**src/rtl/instruction_fetch.sv**
```systemverilog
// ---------------------------------------------------------------------------
// instruction_fetch
//   Fetch stage sitting directly in front of a combinational instruction
//   memory. Owns the PC, presents it as the word address, captures
//   {pc, instruction} pairs into a small FIFO and hands them to decode.
//   A redirect (branch/jump) flushes the FIFO and reloads the PC.
//
// Optional feature macro: FETCH_MISALIGN_TRAP_EN
//   defined   : a redirect target with [1:0]!=0 enters FAULT (fetch_exception=1,
//               no fetching) until an aligned redirect returns to RUN.
//   undefined : target[1:0] is silently masked, fetch_exception tied 0.
//
// Ports
//   clk, reset_n          clock (rising edge), async active-low reset
//   instruction_addr      current PC to instruction memory (word aligned)
//   instruction_read      instruction word returned for instruction_addr
//   instruction_ready     instruction_read valid this cycle
//   redirect_valid/target load target into PC, flush FIFO
//   out_valid/instr/pc    FIFO head to decode
//   out_ready             decode accepts head this cycle
//   fetch_exception       misaligned redirect fault
//   debug_state           FSM state (0 = RUN, 1 = FAULT)
//
// Handshake: an entry transfers to decode on every rising edge where
//   out_valid && out_ready. While out_valid && !out_ready the out_* bus is
//   held stable; out_valid never drops without a transfer except on redirect.
// ---------------------------------------------------------------------------
module instruction_fetch #(
  parameter logic [31:0] RESET_PC    = 32'h0000_0000,
  parameter int          QUEUE_DEPTH = 2
) (
  input  logic        clk,
  input  logic        reset_n,
  output logic [31:0] instruction_addr,
  input  logic [31:0] instruction_read,
  input  logic        instruction_ready,
  input  logic        redirect_valid,
  input  logic [31:0] redirect_target,
  output logic        out_valid,
  output logic [31:0] out_instr,
  output logic [31:0] out_pc,
  input  logic        out_ready,
  output logic        fetch_exception,
  output logic        debug_state
);

  localparam int PW = $clog2(QUEUE_DEPTH);
  localparam int CW = PW + 1;

  typedef enum logic {
    ST_RUN   = 1'b0
`ifdef FETCH_MISALIGN_TRAP_EN
    , ST_FAULT = 1'b1
`endif
  } state_t;

  state_t          state_q, state_d;
  logic [31:0]     pc_q;
  logic [31:0]     pc_mem    [QUEUE_DEPTH];
  logic [31:0]     instr_mem [QUEUE_DEPTH];
  logic [PW-1:0]   wr_ptr, rd_ptr;
  logic [CW-1:0]   count;
  logic            full;
  logic            fetch_en;
  logic            push;
  logic            pop;

  assign full      = (count == CW'(QUEUE_DEPTH));
  assign out_valid = (count != '0);
  assign pop       = out_valid & out_ready;

  // Head is forced to zero when empty so decode never sees stale entries.
  assign out_pc    = out_valid ? pc_mem[rd_ptr]    : 32'h0;
  assign out_instr = out_valid ? instr_mem[rd_ptr] : 32'h0;

  assign instruction_addr = pc_q;
  assign debug_state      = state_q;

  // Next-state logic and fetch enable.
  always_comb begin
    state_d  = state_q;
    fetch_en = (state_q == ST_RUN);
    if (redirect_valid) begin
`ifdef FETCH_MISALIGN_TRAP_EN
      state_d = (redirect_target[1:0] != 2'b00) ? ST_FAULT : ST_RUN;
`else
      state_d = ST_RUN;
`endif
    end
    // Popping frees a slot this same edge, so a full FIFO can still accept.
    push = fetch_en & instruction_ready & (~full | pop) & ~redirect_valid;
  end

`ifdef FETCH_MISALIGN_TRAP_EN
  assign fetch_exception = (state_q == ST_FAULT);
`else
  assign fetch_exception = 1'b0;
`endif

  always_ff @(posedge clk or negedge reset_n) begin
    if (!reset_n) begin
      state_q <= ST_RUN;
    end else begin
      state_q <= state_d;
    end
  end

  // PC, pointers and occupancy. Redirect wins over push; a same-cycle pop is
  // simply absorbed by the flush since decode already took the head.
  always_ff @(posedge clk or negedge reset_n) begin
    if (!reset_n) begin
      pc_q   <= RESET_PC;
      wr_ptr <= '0;
      rd_ptr <= '0;
      count  <= '0;
    end else if (redirect_valid) begin
      pc_q   <= redirect_target & 32'hFFFF_FFFC;
      wr_ptr <= '0;
      rd_ptr <= '0;
      count  <= '0;
    end else begin
      if (push) begin
        pc_q   <= pc_q + 32'd4;
        wr_ptr <= wr_ptr + PW'(1);
      end
      if (pop) begin
        rd_ptr <= rd_ptr + PW'(1);
      end
      count <= count + CW'(push) - CW'(pop);
    end
  end

  // Storage has no reset; validity is tracked by count alone.
  always_ff @(posedge clk) begin
    if (push) begin
      pc_mem[wr_ptr]    <= pc_q;
      instr_mem[wr_ptr] <= instruction_read;
    end
  end

endmodule

```
**config.mk**
```make
export PLATFORM = sky130hd
export DESIGN_NAME = instruction_fetch
export DESIGN_NICKNAME = d
export VERILOG_FILES = /design/src/rtl/instruction_fetch.sv
export SDC_FILE = /design/constraint.sdc
export NUM_CORES = 1
export LEC_CHECK = 0
export BUFFER_PORTS_ARGS = -buffer_cell sky130_fd_sc_hd__buf_2
export CORE_MARGIN = 2
export CORE_UTILIZATION = 40
export CTS_CLUSTER_DIAMETER = 50
export DETAILED_ROUTE_END_ITERATION = 8
export MAX_ROUTING_LAYER = met4
export PLACE_DENSITY = 0.77
export SLEW_MARGIN = 20
export SYNTH_ARGS = -nofsm -noshare
export SYNTH_HDL_FRONTEND = slang
export SYNTH_SLANG_ARGS = --single-unit
export TNS_END_PERCENT = 50
```
**constraint.sdc**
```tcl
create_clock -name clk -period 3.75 [get_ports clk]
set_clock_uncertainty 0.05 [all_clocks]
set_input_delay 0.1875 -clock clk [delete_from_list [all_inputs] [get_ports clk]]
set_output_delay 0.1875 -clock clk [all_outputs]
set_load 0.005 [all_outputs]
```
==> results of run 1 <==
==> report_power, final <==
part	switching [uW]	internal (uW)
registers	158	2050
logic	708	601
clock network	647	1110
==> worst max path at each step <==
stage	start	end	slack, ps	depth (start not counted)
6_report	instruction_addr[2]	instruction_addr[22]	1240	4
5_1_grt	instruction_addr[2]	instruction_addr[22]	1090	4
4_1_cts	instruction_addr[2]	instruction_addr[22]	1270	4
3_5_place_dp	instruction_addr[2]	instruction_addr[28]	1270	4
3_3_place_gp	instruction_addr[2]	instruction_addr[28]	1320	4
2_1_floorplan	count[1]	instr_mem[0][0]	-280	4
==> critical path, cell delays in order, from the launching register on <==
cell     delay [ps]
dfrtp_1         570
ha_1            300
or4b_1          780
or4_1           560
a31oi_1         170
==> state kept, by name (all words and copies together) (netlist names) <==
register          cells
count                 2
instr_mem            64
instruction_addr     30
pc_mem               60
rd_ptr                1
wr_ptr                1
==> placed cells by master (no fill, tap or decap), types with 6 or more instances in the layout <==
| master | synthesis | routed |
|---|---|---|
| dfrtp_1 | 34 | 33 |
| o21ai_0 | 12 | 12 |
| clkbuf_16 | 0 | 18 |
| buf_2 | 2 | 159 |
| a31oi_1 | 17 | 17 |
| nor2_1 | 86 | 83 |
| xor2_1 | 6 | 6 |
| dlygate4sd3_1 | 1 | 60 |
| xnor2_1 | 7 | 7 |
| edfxtp_1 | 124 | 124 |
| o31ai_1 | 14 | 14 |
| nand2_1 | 23 | 23 |
| nand4_1 | 8 | 8 |
| or4_1 | 16 | 16 |
| nand3_1 | 16 | 16 |
| mux2i_1 | 63 | 63 |
| conb_1 | 1 | 6 |
==> layout make-up <==
type / count / area (sq um) / area share
flip-flops and latches: 158 / 4580 / 0.508
inverters: 6 / 22.5 / 0.00250
well taps: 220 / 275 / 0.0306
multi-input cells: 313 / 2040 / 0.226
clock buffers: 23 / 479 / 0.0532
clock inverters: 9 / 135 / 0.0150
repair buffers: 226 / 1480 / 0.164
==> cell families after synthesis <==
logic type | share of synthesized area
simple gates | 0.131
flops | 0.673
mux | 0.0928
compound gates | 0.0473
buf+inv | 0.0333
xor+xnor | 0.0168
fa+ha+maj | 0.00552
other cells | 0.000552
==> stage by stage <==
| step | hold WS (ps) | utilization | setup slack, ps | power (uW) | TNS [ps] |
|---|---|---|---|---|---|
| after floorplan | -158 | - | -278 | 2930 | -34530 |
| after global placement | 257 | 0.468 | 1320 | 3490 | 0 |
| after detailed placement | 265 | 0.468 | 1270 | 3500 | 0 |
| after CTS | 6.70 | 0.541 | 1270 | 5320 | 0 |
| after global routing | 12.0 | 0.543 | 1090 | 5530 | 0 |
| final | 36.7 | 0.543 | 1240 | 5270 | 0 |
==> metal layers <==
layer / vias to the layer above / GRT usage / part of all wire
met3: 15 / 0.0420 / 0.048
met4: 0 / 0.0509 / 0.0099
met5: - / - / 0
met2: 153 / 0.306 / 0.51
li1: 2312 / - / -
met1: 2347 / 0.216 / 0.44
==> what timing repair did <==
| action | in CTS | in global routing |
|---|---|---|
| hold buffers | 60 | 0 |
| gates resized for setup | 0 | 0 |
| endpoints found under the hold margin | 125 | 0 |
==> results.yml, run 1 <==
logic_synthesis:
  yosysWarnings: 0
  synth_top_area_frac: 0.548
  synth_flop_cell: "edfxtp_1"
  syn_inst: 506
  post-synth-top-count-cell: "edfxtp_1"
  synth_area_sq_um: 6800
  synth_seq_cells: 158
  synth.distinct_cells: 46
  synth_edf_count: 124
  synth_area_leaders: "edfxtp_1, dfrtp_1, mux2i_1"
  synth_top_cell_by_area: "edfxtp_1"
  syn_area_per_cell_sq_um: 13.4
  ys_seq_area_frac: 0.673
  async_reset_ff_frac: 0.215
  ys_top_cells_by_count: "edfxtp_1, nor2_1, mux2i_1, dfrtp_1, nand2_1"
route:
  avgViaCountPerCell: 5.05
  dr.pass1.iters: 4
  routed_wl_mm: 15.7
  wl_per_cell_um: 16.4
  vias: 4827
  first_iter_violations: 223
  post-route-drc-count: 0
  antenna_left: 0
clocking:
  clock-sinks: 158
  post_cts_buffers: 0
  cts_buffer_depth: 2
  clk_pin_slew_ps: 60
  clkLatencyLatePin_ps: 410
  cts-htree-levels: 4
  cts_tree: "built"
  cts_made_buffers: 17
  root_buffer: "clkbuf_16"
finish:
  drive_gt1_frac: 0.280
  area_growth_pct: 32.6
  post-route-cell-area_sq_um: 9010
  fillCellCount: 1341
  final_nets: 794
  stdcell_count: 955
  diodes: 0
critical_path:
  ff2ff_setup_slack_ps: 1240
  cp_max_fo: 19
  end_kind: "register"
  start_kind: "register"
  crit_arrival_ps: 2800
  reg2reg_to: "instruction_addr[22]"
  worstPathRequired_ps: 4030
  ff2ff_path_depth: 4
  r2r-start: "instruction_addr[2]"
  critPathKind: "register to register"
timing:
  hold_violations: 0
  fin_crit_sh: 0.670
  relSlewSlack: 0.465
  rsz0062_at_grt: "false"
  setup_viol: 0
  fmax_ghz: 0.398
  final_max_slew_viol_count: 0
  period_needed_ps: 2510
  worst_pin_slew_ps: 803
die:
  start_util: 0.410
  die-area_sq_um: 18000
  die_x_um: 134
  num_io_pins: 168
  core_sq_um: 16600
  die_h_um: 134
  num_rows: 47
placement:
  place.gp.congestion: 0.785
  post_dp_cell_area_sq_um: 7760
  placed_cells: 862
  hpwl_mm: 9.59
  portBuffers: 159
grt:
  grt_pass1_wl_mm: 24.3
  globalRouteOverflowTotal: 0
  grt_start_max_net_pins: 64
  antenna_found_initial: 0
  grt_pass1_vias: 4768
  grt_util_all_layers: 0.180
power:
  leakage_uw: 0.00345
  ir_drop_mv: 0.327
  powerDensity_nw_per_um2: 586
outcome:
  status: "complete, no violations"
hold_path:
  worstHoldPathType: "input pin to register"
  hold_path_end: "instruction_addr[30]"
  hold_start: "redirect_target[30]"
  min_path_cells: 3
flow_run:
  drv_cap: 0
(Power assumes the default switching activity.)
==> run 2: changes to the inputs <==
Settings changed: PLACE_DENSITY 0.77 to 0.75.
Clock period 3.75 ns to 2.36 ns, I/O delays scaled along.
==> results.yml, run 2 (synthesis gave the netlist of run 1 again) <==
timing:
  setup_viol: 0
  rsz0062_at_grt: "false"
  fmax_ghz: 0.447
  period_needed_ps: 2240
  setup_ws_ps: 125
  final_max_slew_viol_count: 0
  relSlewSlack: 0.397
  fin_crit_sh: 0.947
  worst_pin_slew_ps: 904
  hold_violations: 0
die:
  start_util: 0.410
  num_rows: 47
  core_sq_um: 16600
  die-area_sq_um: 18000
  die_h_um: 134
  num_io_pins: 168
  die_x_um: 134
grt:
  globalRouteOverflowTotal: 0
  grt_pass1_vias: 4997
  grt_start_max_net_pins: 63
  grt_util_all_layers: 0.189
  grt_pass1_wl_mm: 25.4
  antenna_found_initial: 0
route:
  dr.pass1.iters: 5
  vias: 4997
  post-route-drc-count: 0
  wl_per_cell_um: 16.6
  avgViaCountPerCell: 5.13
  antenna_left: 0
  first_iter_violations: 391
  routed_wl_mm: 16.2
clocking:
  clk_pin_slew_ps: 60
  cts_made_buffers: 17
  clkLatencyLatePin_ps: 420
  cts_tree: "built"
  clock-sinks: 158
  root_buffer: "clkbuf_16"
  ctsResizeCount: 0
  cts_buffer_depth: 2
  cts-htree-levels: 4
power:
  p_int_uw: 6010
  switchingPower_uw: 2390
  ir_drop_mv: 0.532
  power.share.sequential: 0.414
  leakage_uw: 0.00354
  powerDensity_nw_per_um2: 918
  power_frac_comb: 0.262
  swShare: 0.284
  p_total_uw: 8400
  p_clk_frac: 0.325
critical_path:
  crit_family: "simple AND/OR/NAND/NOR gates"
  end_kind: "register"
  cp_slowest_stage_delay_ps: 580
  cp_max_fo: 6
  path_cells: "nand3_2 -> buf_4 -> nor4b_1 -> or4bb_1 -> a31oi_1"
  path_buf_inv: 1
  slowest_stage: "nor4b_1"
  crit_arrival_ps: 2520
  start_kind: "register"
  critPathKind: "register to register"
  worstPathRequired_ps: 2640
finish:
  drive_gt1_frac: 0.293
  area_growth_pct: 34.7
  fin_util: 0.552
  final_nets: 816
  diodes: 0
  regMostFlops: "instr_mem"
  largest_reg_flops: 64
  final_common_cell: "buf_2"
  most-common-layout-cells: "buf_2, edfxtp_1, nor2_1"
hold_path:
  worstHoldPathType: "input pin to register"
outcome:
  status: "complete, no violations"
placement:
  portBuffers: 159
  place.gp.congestion: 0.781
  place_ws_ps: -103
  hpwl_mm: 10.6
flow_run:
  drv_cap: 0
## run 2: cell count changes in the layout (fill, tap and decap cells not counted), sizes merged
cell,change
clkbuf,-3
buf,+18
dlygate4sd3,+3
clkinv,+3
nor2,+1
bufinv,+1
clkinvlp,-3
## run 2: power by group through the flow
stage | sequential [uW] | combinational, uW | clock, uW
after global routing | 3500 | 2430 | 2900
final | 3470 | 2200 | 2730
after detailed placement | 3530 | 2120 | 0
after global placement | 3510 | 2060 | 0
after CTS | 3480 | 2210 | 2770
after floorplan | 3440 | 1210 | 0
## run 2: per-layer routing
layer	part of all wire	vias to the layer above	track usage
met5	0	-	-
met1	0.42	2409	0.224
li1	-	2348	-
met4	0.024	0	0.0789
met3	0.060	38	0.0423
met2	0.49	202	0.312
## run 2: layout make-up
cell class	count	area [sq um]
timing repair buffer	247	1650
inverter	6	22.5
multi-input combinational	314	2040
clock inverter	10	146
sequential	158	4580
tap	220	275
clock buffer	20	437
fill	1374	7430
## run 2: per-stage QoR
step	instance area, sq um	setup TNS (ps)	hold slack, ps	instances
final	9150	0	122	975
after global routing	9150	0	133	975
after CTS	9130	-2960	109	974
after detailed placement	7910	-5600	208	880
after global placement	7910	0	185	880
after floorplan	6820	-81770	-228	511
## run 2: final timing paths
kind / from / endpoint / slack [ps] / cells past startpoint
hold / removal: instruction_ready / instruction_addr[4] / 120 / 4
setup reg to reg: instruction_addr[5] / instruction_addr[26] / 120 / 5
hold reg to reg: instruction_addr[12] / pc_mem[0][12] / 540 / 0
max in group asynchronous: reset_n / rd_ptr / 1380 / 2
setup / recovery: instruction_addr[5] / instruction_addr[26] / 120 / 5
min in group asynchronous: reset_n / instruction_addr[20] / 280 / 2
## run 2: worst reg2reg max path: stages (launching register included)
cell	delay (ps)
dfrtp_1	460
nand3_2	130
buf_4	170
nor4b_1	580
or4bb_1	560
a31oi_1	200
## run 2: timing repair
item	CTS	global route
setup endpoints to repair	61	0
buffers inserted	0	0
hold buffers	63	0
endpoints found under the hold margin	128	0
